===== config.mk =====
export PLATFORM = sky130hd
export DESIGN_NAME = acc_writeback
export DESIGN_NICKNAME = d
export VERILOG_FILES = /design/src/rtl/acc_writeback.sv
export SDC_FILE = /design/constraint.sdc
export NUM_CORES = 1
export LEC_CHECK = 0
export BUFFER_PORTS_ARGS = -buffer_cell sky130_fd_sc_hd__buf_2
export CAP_MARGIN = 20
export CORE_MARGIN = 2
export CORE_UTILIZATION = 54
export DETAILED_ROUTE_END_ITERATION = 6
export PLACE_DENSITY = 0.83
export SLEW_MARGIN = 30
export SYNTH_ARGS = -nofsm -noshare
export SYNTH_HDL_FRONTEND = slang
export SYNTH_SLANG_ARGS = --single-unit

===== constraint.sdc =====
create_clock -name clk -period 3.3 [get_ports clk]
set_input_delay 0 -clock clk [delete_from_list [all_inputs] [get_ports clk]]
set_output_delay 0 -clock clk [all_outputs]
set_load 0.01 [all_outputs]

===== src/rtl/acc_writeback.sv =====
// Coefficient write-back: reduces accumulated coefficients mod KEM_Q and writes them
// into two interleaved memory banks (even/odd index) through a single register stage.
module acc_writeback #(
   parameter int KEM_Q  = 7681,
   parameter int N_COEF = 64
) (
   input  logic        clk,
   input  logic        rst,
   input  logic        start,
   input  logic        abort,
   input  logic        coef_valid,
   input  logic [15:0] coef_in,
   output logic        coef_ready,
   output logic        mem_we0,
   output logic        mem_we1,
   output logic [4:0]  mem_wr_addr,
   output logic [15:0] mem_wr_data,
   output logic        busy,
   output logic        done,
   output logic        err,
   output logic [1:0]  dbg_state
);

   // Handshake: a coefficient transfers on a rising edge where coef_valid and
   // coef_ready are both 1; coef_ready is high only in RUN and abort blocks the transfer.

   localparam logic [1:0] IDLE  = 2'd0;
   localparam logic [1:0] RUN   = 2'd1;
   localparam logic [1:0] FLUSH = 2'd2;
   localparam logic [1:0] DONE  = 2'd3;

   localparam logic [16:0] Q1     = 17'(KEM_Q);
   localparam logic [16:0] Q2     = 17'(2 * KEM_Q);
   localparam logic [5:0]  LAST_I = 6'(N_COEF - 1);

   logic [1:0]  state_q, state_d;
   logic [5:0]  idx_q, idx_d;
   logic        we_q, we_d;
   logic        bank_q, bank_d;
   logic [4:0]  addr_q, addr_d;
   logic [15:0] data_q, data_d;
   logic        err_q, err_d;

   logic        xfer;
   logic        out_of_range;
   logic [15:0] reduced;
   logic [16:0] coef_ext;

   always_comb begin
      coef_ext     = {1'b0, coef_in};
      out_of_range = 1'b0;
      reduced      = coef_in;
      if (coef_ext >= Q2) begin
         out_of_range = 1'b1;
         reduced      = 16'd0;
      end else if (coef_ext >= Q1) begin
         reduced = 16'(coef_ext - Q1);
      end
   end

   always_comb begin
      state_d = state_q;
      idx_d   = idx_q;
      we_d    = 1'b0;
      bank_d  = bank_q;
      addr_d  = addr_q;
      data_d  = data_q;
      err_d   = err_q;
      xfer    = (state_q == RUN) && coef_valid && !abort;
      case (state_q)
         IDLE: begin
            if (start) begin
               state_d = RUN;
               idx_d   = 6'd0;
               err_d   = 1'b0;
            end
         end
         RUN: begin
            if (abort) begin
               state_d = IDLE;
            end else if (xfer) begin
               we_d   = 1'b1;
               bank_d = idx_q[0];
               addr_d = idx_q[5:1];
               data_d = reduced;
               idx_d  = idx_q + 6'd1;
               if (out_of_range) err_d = 1'b1;
               if (idx_q == LAST_I) state_d = FLUSH;
            end
         end
         // The last write is on the bus during FLUSH; DONE follows once it is issued.
         FLUSH: state_d = abort ? IDLE : DONE;
         DONE:  state_d = IDLE;
         default: state_d = IDLE;
      endcase
   end

   always_ff @(posedge clk) begin
      if (rst) begin
         state_q <= IDLE;
         idx_q   <= 6'd0;
         we_q    <= 1'b0;
         bank_q  <= 1'b0;
         addr_q  <= 5'd0;
         data_q  <= 16'd0;
         err_q   <= 1'b0;
      end else begin
         state_q <= state_d;
         idx_q   <= idx_d;
         we_q    <= we_d;
         bank_q  <= bank_d;
         addr_q  <= addr_d;
         data_q  <= data_d;
         err_q   <= err_d;
      end
   end

   assign coef_ready  = (state_q == RUN);
   assign mem_we0     = we_q && !bank_q;
   assign mem_we1     = we_q && bank_q;
   assign mem_wr_addr = addr_q;
   assign mem_wr_data = data_q;
   assign busy        = (state_q != IDLE);
   assign done        = (state_q == DONE);
   assign err         = err_q;
   assign dbg_state   = state_q;

endmodule


After elaboration in Yosys (flattened, before gate mapping):

Cells that the tools add are included.
W data, S select, Z words.

* register bits: 32
* input bits: 21
* logic and storage cells: 56

* add/subtract/negate cells: 2
* order comparisons: 2
* equal/unequal tests: 10
* muxes and demuxes: 19
* bitwise logic cells: 2
* reductions and logical operators: 14

Operators with widths (number)
* $mux W16: 2
* $mux W6: 3
* $ge A16 B13 Y1 const B: 1
* $ge A16 B14 Y1 const B: 1
* $sub A16 B13 Y16 const B: 1
* $pmux W6 S2: 1
* $mux W2: 5
* $pmux W2 S4: 1
* $add A6 B1 Y6 const B: 1
* $eq A6 B6 Y1 const B: 1
* $mux W1: 6
* $ne A3 B2 Y1 const B: 2
* $reduce_and A3 Y1: 2
* $reduce_and A5 Y1: 1
* $eq A2 B2 Y1 const B: 2
* $logic_and A1 B1 Y1: 4
* $ne A2 B1 Y1 const B: 2
* $ne A2 B2 Y1 const B: 2
* $reduce_and A4 Y1: 1
* $reduce_bool A2 Y1: 2
* $reduce_or A3 Y1: 1
* $eq A2 B1 Y1 const B: 1
* $logic_not A1 Y1: 2
* $logic_not A2 Y1: 1
* 2 further kinds: 3

Longest topological paths before layout:

* depth in word-level cells: 6
* depth in mapped cells: 8

Worst setup path before layout:

OpenSTA, ideal clock, no wires.

* path type: register -> register
* start point: register state_q[0] (netlist: dbg_state[0])
* end point: register state_q[0] (netlist: dbg_state[0])
* data arrival time: 1.458 ns
* data required time: 3.172 ns
* slack: 1.714 ns
* cell stages (with the launch flop): 7
* cells stage by stage: dfxtp_1 -> nor4bb_1 -> buf_2 -> nand3_1 -> a21boi_1 -> o22a_1 -> nor2_1

* longest elaborated chain between the ends: 5
* elaborated cells between the ends (all ways): 11
* classes of those cells: eq/ne (6); mux (1); reduce/logical (4)

RTL lines
* start, declared: RTL line 36 `logic [1:0] state_q, state_d;`
* start signal, assigned: RTL line 108 `state_q <= state_d;`
* $eq A2 B1 Y1: RTL line 69, 70
* $logic_and A1 B1 Y1 (2 in a row): RTL line 69 `xfer = (state_q == RUN) && coef_valid && !abort;`
* $ne A3 B2 Y1 (no source line)
* $reduce_and A3 Y1 (no source line)

Several ways; a longest one is shown, not always the timed one.
A chain may end at the register's enable or synchronous reset.

Final worst setup path:

* start point: input port coef_in[7]
* end point: register data_q[13] (netlist: mem_wr_data[13])

* longest elaborated chain between the ends: 3
* elaborated cells between the ends (all ways): 5
* classes of those cells: add/sub (1); order compare (2); mux (2)

RTL lines
* start, declared: RTL line 12 `input logic [15:0] coef_in,`
* $sub A16 B13 Y16 or $ge A16 B13 Y1 (tied branches): RTL line 57, 56
* $mux W16: RTL line 56 `end else if (coef_ext >= Q1) begin`
* $mux W16 *: RTL line 53 `if (coef_ext >= Q2) begin`
* end signal, assigned: RTL line 113 `data_q <= data_d;`
* end, declared: RTL line 41 `logic [15:0] data_q, data_d;`

Mark *: on every way between the ends. The rest lies on a longest branch, timed or not.

==> impl_metrics.env <==
export IMPL_timing_final_crit_share_pct=66.3
export IMPL_clock_sinks=32
export IMPL_crit_path_frequent_cell="nand2b_1"
export IMPL_ios=50
export IMPL_synth_compound_area_share_pct=13.5
export IMPL_dp_hpwl_mm=2.67
export IMPL_syn_area_um2=1640
export IMPL_placementRows=20
export IMPL_power_leakage_nw=0.912
export IMPL_crit_family="simple AND/OR/NAND/NOR gates"
export IMPL_postSynthAreaPerCell_um2=8.47
export IMPL_critPathSlowestCell="nor4_1"
export IMPL_worstPathRequired_ps=3540
export IMPL_first_global_vias=1381
export IMPL_numPortBuffers=49
export IMPL_die_x_um=59.2
export IMPL_end_kind="flip-flop"
export IMPL_synth_xor_area_share_pct=8.00
export IMPL_diodes=0
export IMPL_fp_dieH_um=59.2
export IMPL_place_area_um2=1920
export IMPL_synth_top_family_by_area="simple AND/OR/NAND/NOR gates"
export IMPL_internal_power_mw=0.637
export IMPL_cts_setup_buffers=0
export IMPL_clock_path_buffers=2
export IMPL_clkPwrFrac_pct=40.3
export IMPL_drv_slew=0
export IMPL_root_buffer="clkbuf_4"
export IMPL_synth_async_reset_ratio_pct=0
export IMPL_tightest_slew_ps=665
export IMPL_synthDistinctLibCells=43
export IMPL_slowest_delay_ps=610
export IMPL_hp_class="in2reg"
export IMPL_grt_pass1_wl_mm=6.15
export IMPL_register_area_um2=641
export IMPL_synth_seq_cells=32
export IMPL_crit_fanout=16
export IMPL_worstSetupPathDepth=7
export IMPL_combPwrFrac_pct=12.3
export IMPL_power_density_nw_per_um2=394
export IMPL_power_switching_share_pct=23.2
export IMPL_cts_buffers=5
export IMPL_ant_nets=0
export IMPL_drv_cap=0
export IMPL_synth_seq_area_share_pct=39.0
export IMPL_crit_arrival_ps=2430
export IMPL_avgViaCountPerCell=5.39
export IMPL_cts_resized=0
export IMPL_drc=0
export IMPL_core_area_um2=2980
export IMPL_synthCells=194
export IMPL_final_hold_violation_count=0
export IMPL_die_area_um2=3500
export IMPL_antenna_found_initial=0
export IMPL_worstSetupPathType="in2reg"
export IMPL_holdWs_ps=13.0
export IMPL_critPathLaunchType="input port"
export IMPL_wl_per_cell_um=13.2
export IMPL_num_vias=1551
export IMPL_synth_warnings=0
export IMPL_syn2layout_area_growth_pct=28.0
export IMPL_skew_ps=8.61
export IMPL_muxShareOfSynthArea_pct=5.18
export IMPL_cp_cell_sequence="dlygate4sd3_1 -> buf_2 -> nor4_1 -> nand2b_1 -> a2bb2oi_1 -> nand2b_1 -> o31ai_1"
export IMPL_power_switching_mw=0.192
export IMPL_first_pass_iters=4
export IMPL_nFillCells=237
export IMPL_worstSkewPairLatency_ps=330
export IMPL_wl_mm=3.79
export IMPL_cts_clk_slew_worst_paths_ps=110
export IMPL_finalCriticalPeriod_ps=2190
export IMPL_final_util_pct=70.6
export IMPL_crit_buf_inv=2
export IMPL_synth_fp_nets=219
export IMPL_drtIter0Drc=68
export IMPL_grt_overflow=0
export IMPL_vdd_ir_drop_max_uv=361
export IMPL_pre_cts_slack_ps=1320
export IMPL_max_freq_ghz=0.457
export IMPL_nets=279
export IMPL_finalSetupViolations=0
export IMPL_design_area_um2=2100
export IMPL_ctsHoldBuffers=9
export IMPL_outcome="finished, final reports clean"
export IMPL_gp_congestion=0.837
export IMPL_synth_edf_count=0
export IMPL_fin_ws_ps=1110
export IMPL_grtUsageTotal_pct=23.3
export IMPL_rr_worst_depth=5
export IMPL_drive_gt1_share_pct=25.5
export IMPL_cts_tree="done"
export IMPL_htreeDepth=2
export IMPL_grt_max_degree=17
export IMPL_start_util_pct=55.2
export IMPL_slew_headroom_pct=55.2
export IMPL_synth_fa_ha_area_share_pct=3.05
export IMPL_multi_input_area_um2=972
export IMPL_hold_path_depth=3
export IMPL_fin_setup_tns_ps=0
export IMPL_rsz0062_at_grt="false"
export IMPL_synth_simple_area_share_pct=28.9
export IMPL_synth_main_ff_cell="dfxtp_1"
export IMPL_power_frac_seq_pct=47.4
cell usage after synthesis (2+ instances only):
| cell type | instances | area share [%] |
|---|---|---|
| nor3b_1 | 2 | 0.91 |
| clkbuf_1 | 2 | 0.46 |
| a211oi_1 | 2 | 0.91 |
| xor2_1 | 8 | 4.3 |
| dfxtp_1 | 32 | 39 |
| buf_2 | 4 | 1.2 |
| nor2_1 | 23 | 5.3 |
| inv_1 | 3 | 0.69 |
| xnor2_1 | 7 | 3.7 |
| a21oi_1 | 9 | 2.7 |
| nand2b_1 | 5 | 1.9 |
| nand3_1 | 4 | 1.2 |
| nand4_1 | 3 | 1.1 |
| nor2b_1 | 4 | 1.5 |
| nand2_1 | 22 | 5.0 |
| and4_1 | 2 | 1.1 |
| nor3_1 | 4 | 1.2 |
| ha_1 | 4 | 3.0 |
| nand3b_1 | 3 | 1.4 |
| or3_1 | 2 | 0.76 |
| nor4_1 | 4 | 1.5 |
| mux2i_1 | 7 | 4.3 |
| o21ai_1 | 16 | 4.9 |
| and2_1 | 3 | 1.1 |
metal layers:
| metal | vias to the layer above | global-route usage [%] | share of wire (%) |
|---|---|---|---|
| li1 | 798 | - | - |
| met1 | 702 | 27.0 | 45 |
| met2 | 45 | 41.7 | 50 |
| met3 | 6 | 6.33 | 4.3 |
| met4 | 0 | 6.82 | 1.3 |
| met5 | - | 0 | 0 |
cell families after synthesis:
group,count (synthesis)
XOR/XNOR,15
flip-flops,32
multiplexers,8
AND/OR/NAND/NOR,89
adder cells (fa/ha/maj),4
AO/OA/AOI/OAI,37
buffers and inverters,9
final cells by class:
type,instances,share of cell area (%)
inverter,3,0.535
clock buffer,7,3.09
tap,33,1.96
multi-input combinational,153,46.2
timing repair buffer,59,16.3
sequential,32,30.5
clock inverter,1,1.43
cells in the final DEF, fill, tap and decap left out, types with 2 or more instances in the layout:
master and n:
buf_2 49, dfxtp_1 32, nor2_1 22, nand2_1 22, o21ai_1 16, a21oi_1 9, dlygate4sd3_1 9, xor2_1 8
xnor2_1 7, mux2i_1 7, nand2b_1 5, clkbuf_4 5, nor2b_1 4, nor4_1 4, nor3_1 4, nand3_1 4
ha_1 4, and2_1 3, inv_1 3, nand3b_1 3, nand4_1 3, or3_1 2, and4_1 2, nor2_2 2
nor3b_1 2, a211oi_1 2, clkbuf_8 2
metrics by stage:
step	power, mW	instances
after global placement	0.492	271
after detailed placement	0.493	271
after CTS	0.834	288
after global routing	0.862	288
final	0.829	288
after floorplan	0.456	194
registers in the layout (all words and copies together), names as in the netlist:
name and flops:
dbg_state 2, mem_wr_data 16, we_q 1, err 1, bank_q 1, mem_wr_addr 5
idx_q 6
power groups by stage:
stage	registers [mW]	logic, mW	clock network, mW
CTS	0.393	0.101	0.340
global placement	0.401	0.0902	0
global route	0.393	0.111	0.357
floorplan	0.402	0.0537	0
finish	0.393	0.102	0.334
detailed placement	0.401	0.0918	0
path summary, 6_finish.rpt:
kind | start | slack [ps] | endpoint
max | coef_in[7] | 1110 | mem_wr_data[13]$_SDFFE_PP0P_
min | coef_in[14] | 10 | mem_wr_data[14]$_SDFFE_PP0P_
max reg2reg | dbg_state[0]$_SDFFE_PP0P_ | 1390 | mem_wr_data[13]$_SDFFE_PP0P_
min reg2reg | mem_wr_data[6]$_SDFFE_PP0P_ | 450 | mem_wr_data[6]$_SDFFE_PP0P_
tightest hold or removal path, delay by kind of cell:
| kind | cells | cell delay [ps] |
|---|---|---|
| buffers and inverters | 1 | 120 |
| multiplexers | 1 | 70 |
| AO/OA/AOI/OAI | 1 | 120 |
Power figures use the tool's default switching activity.
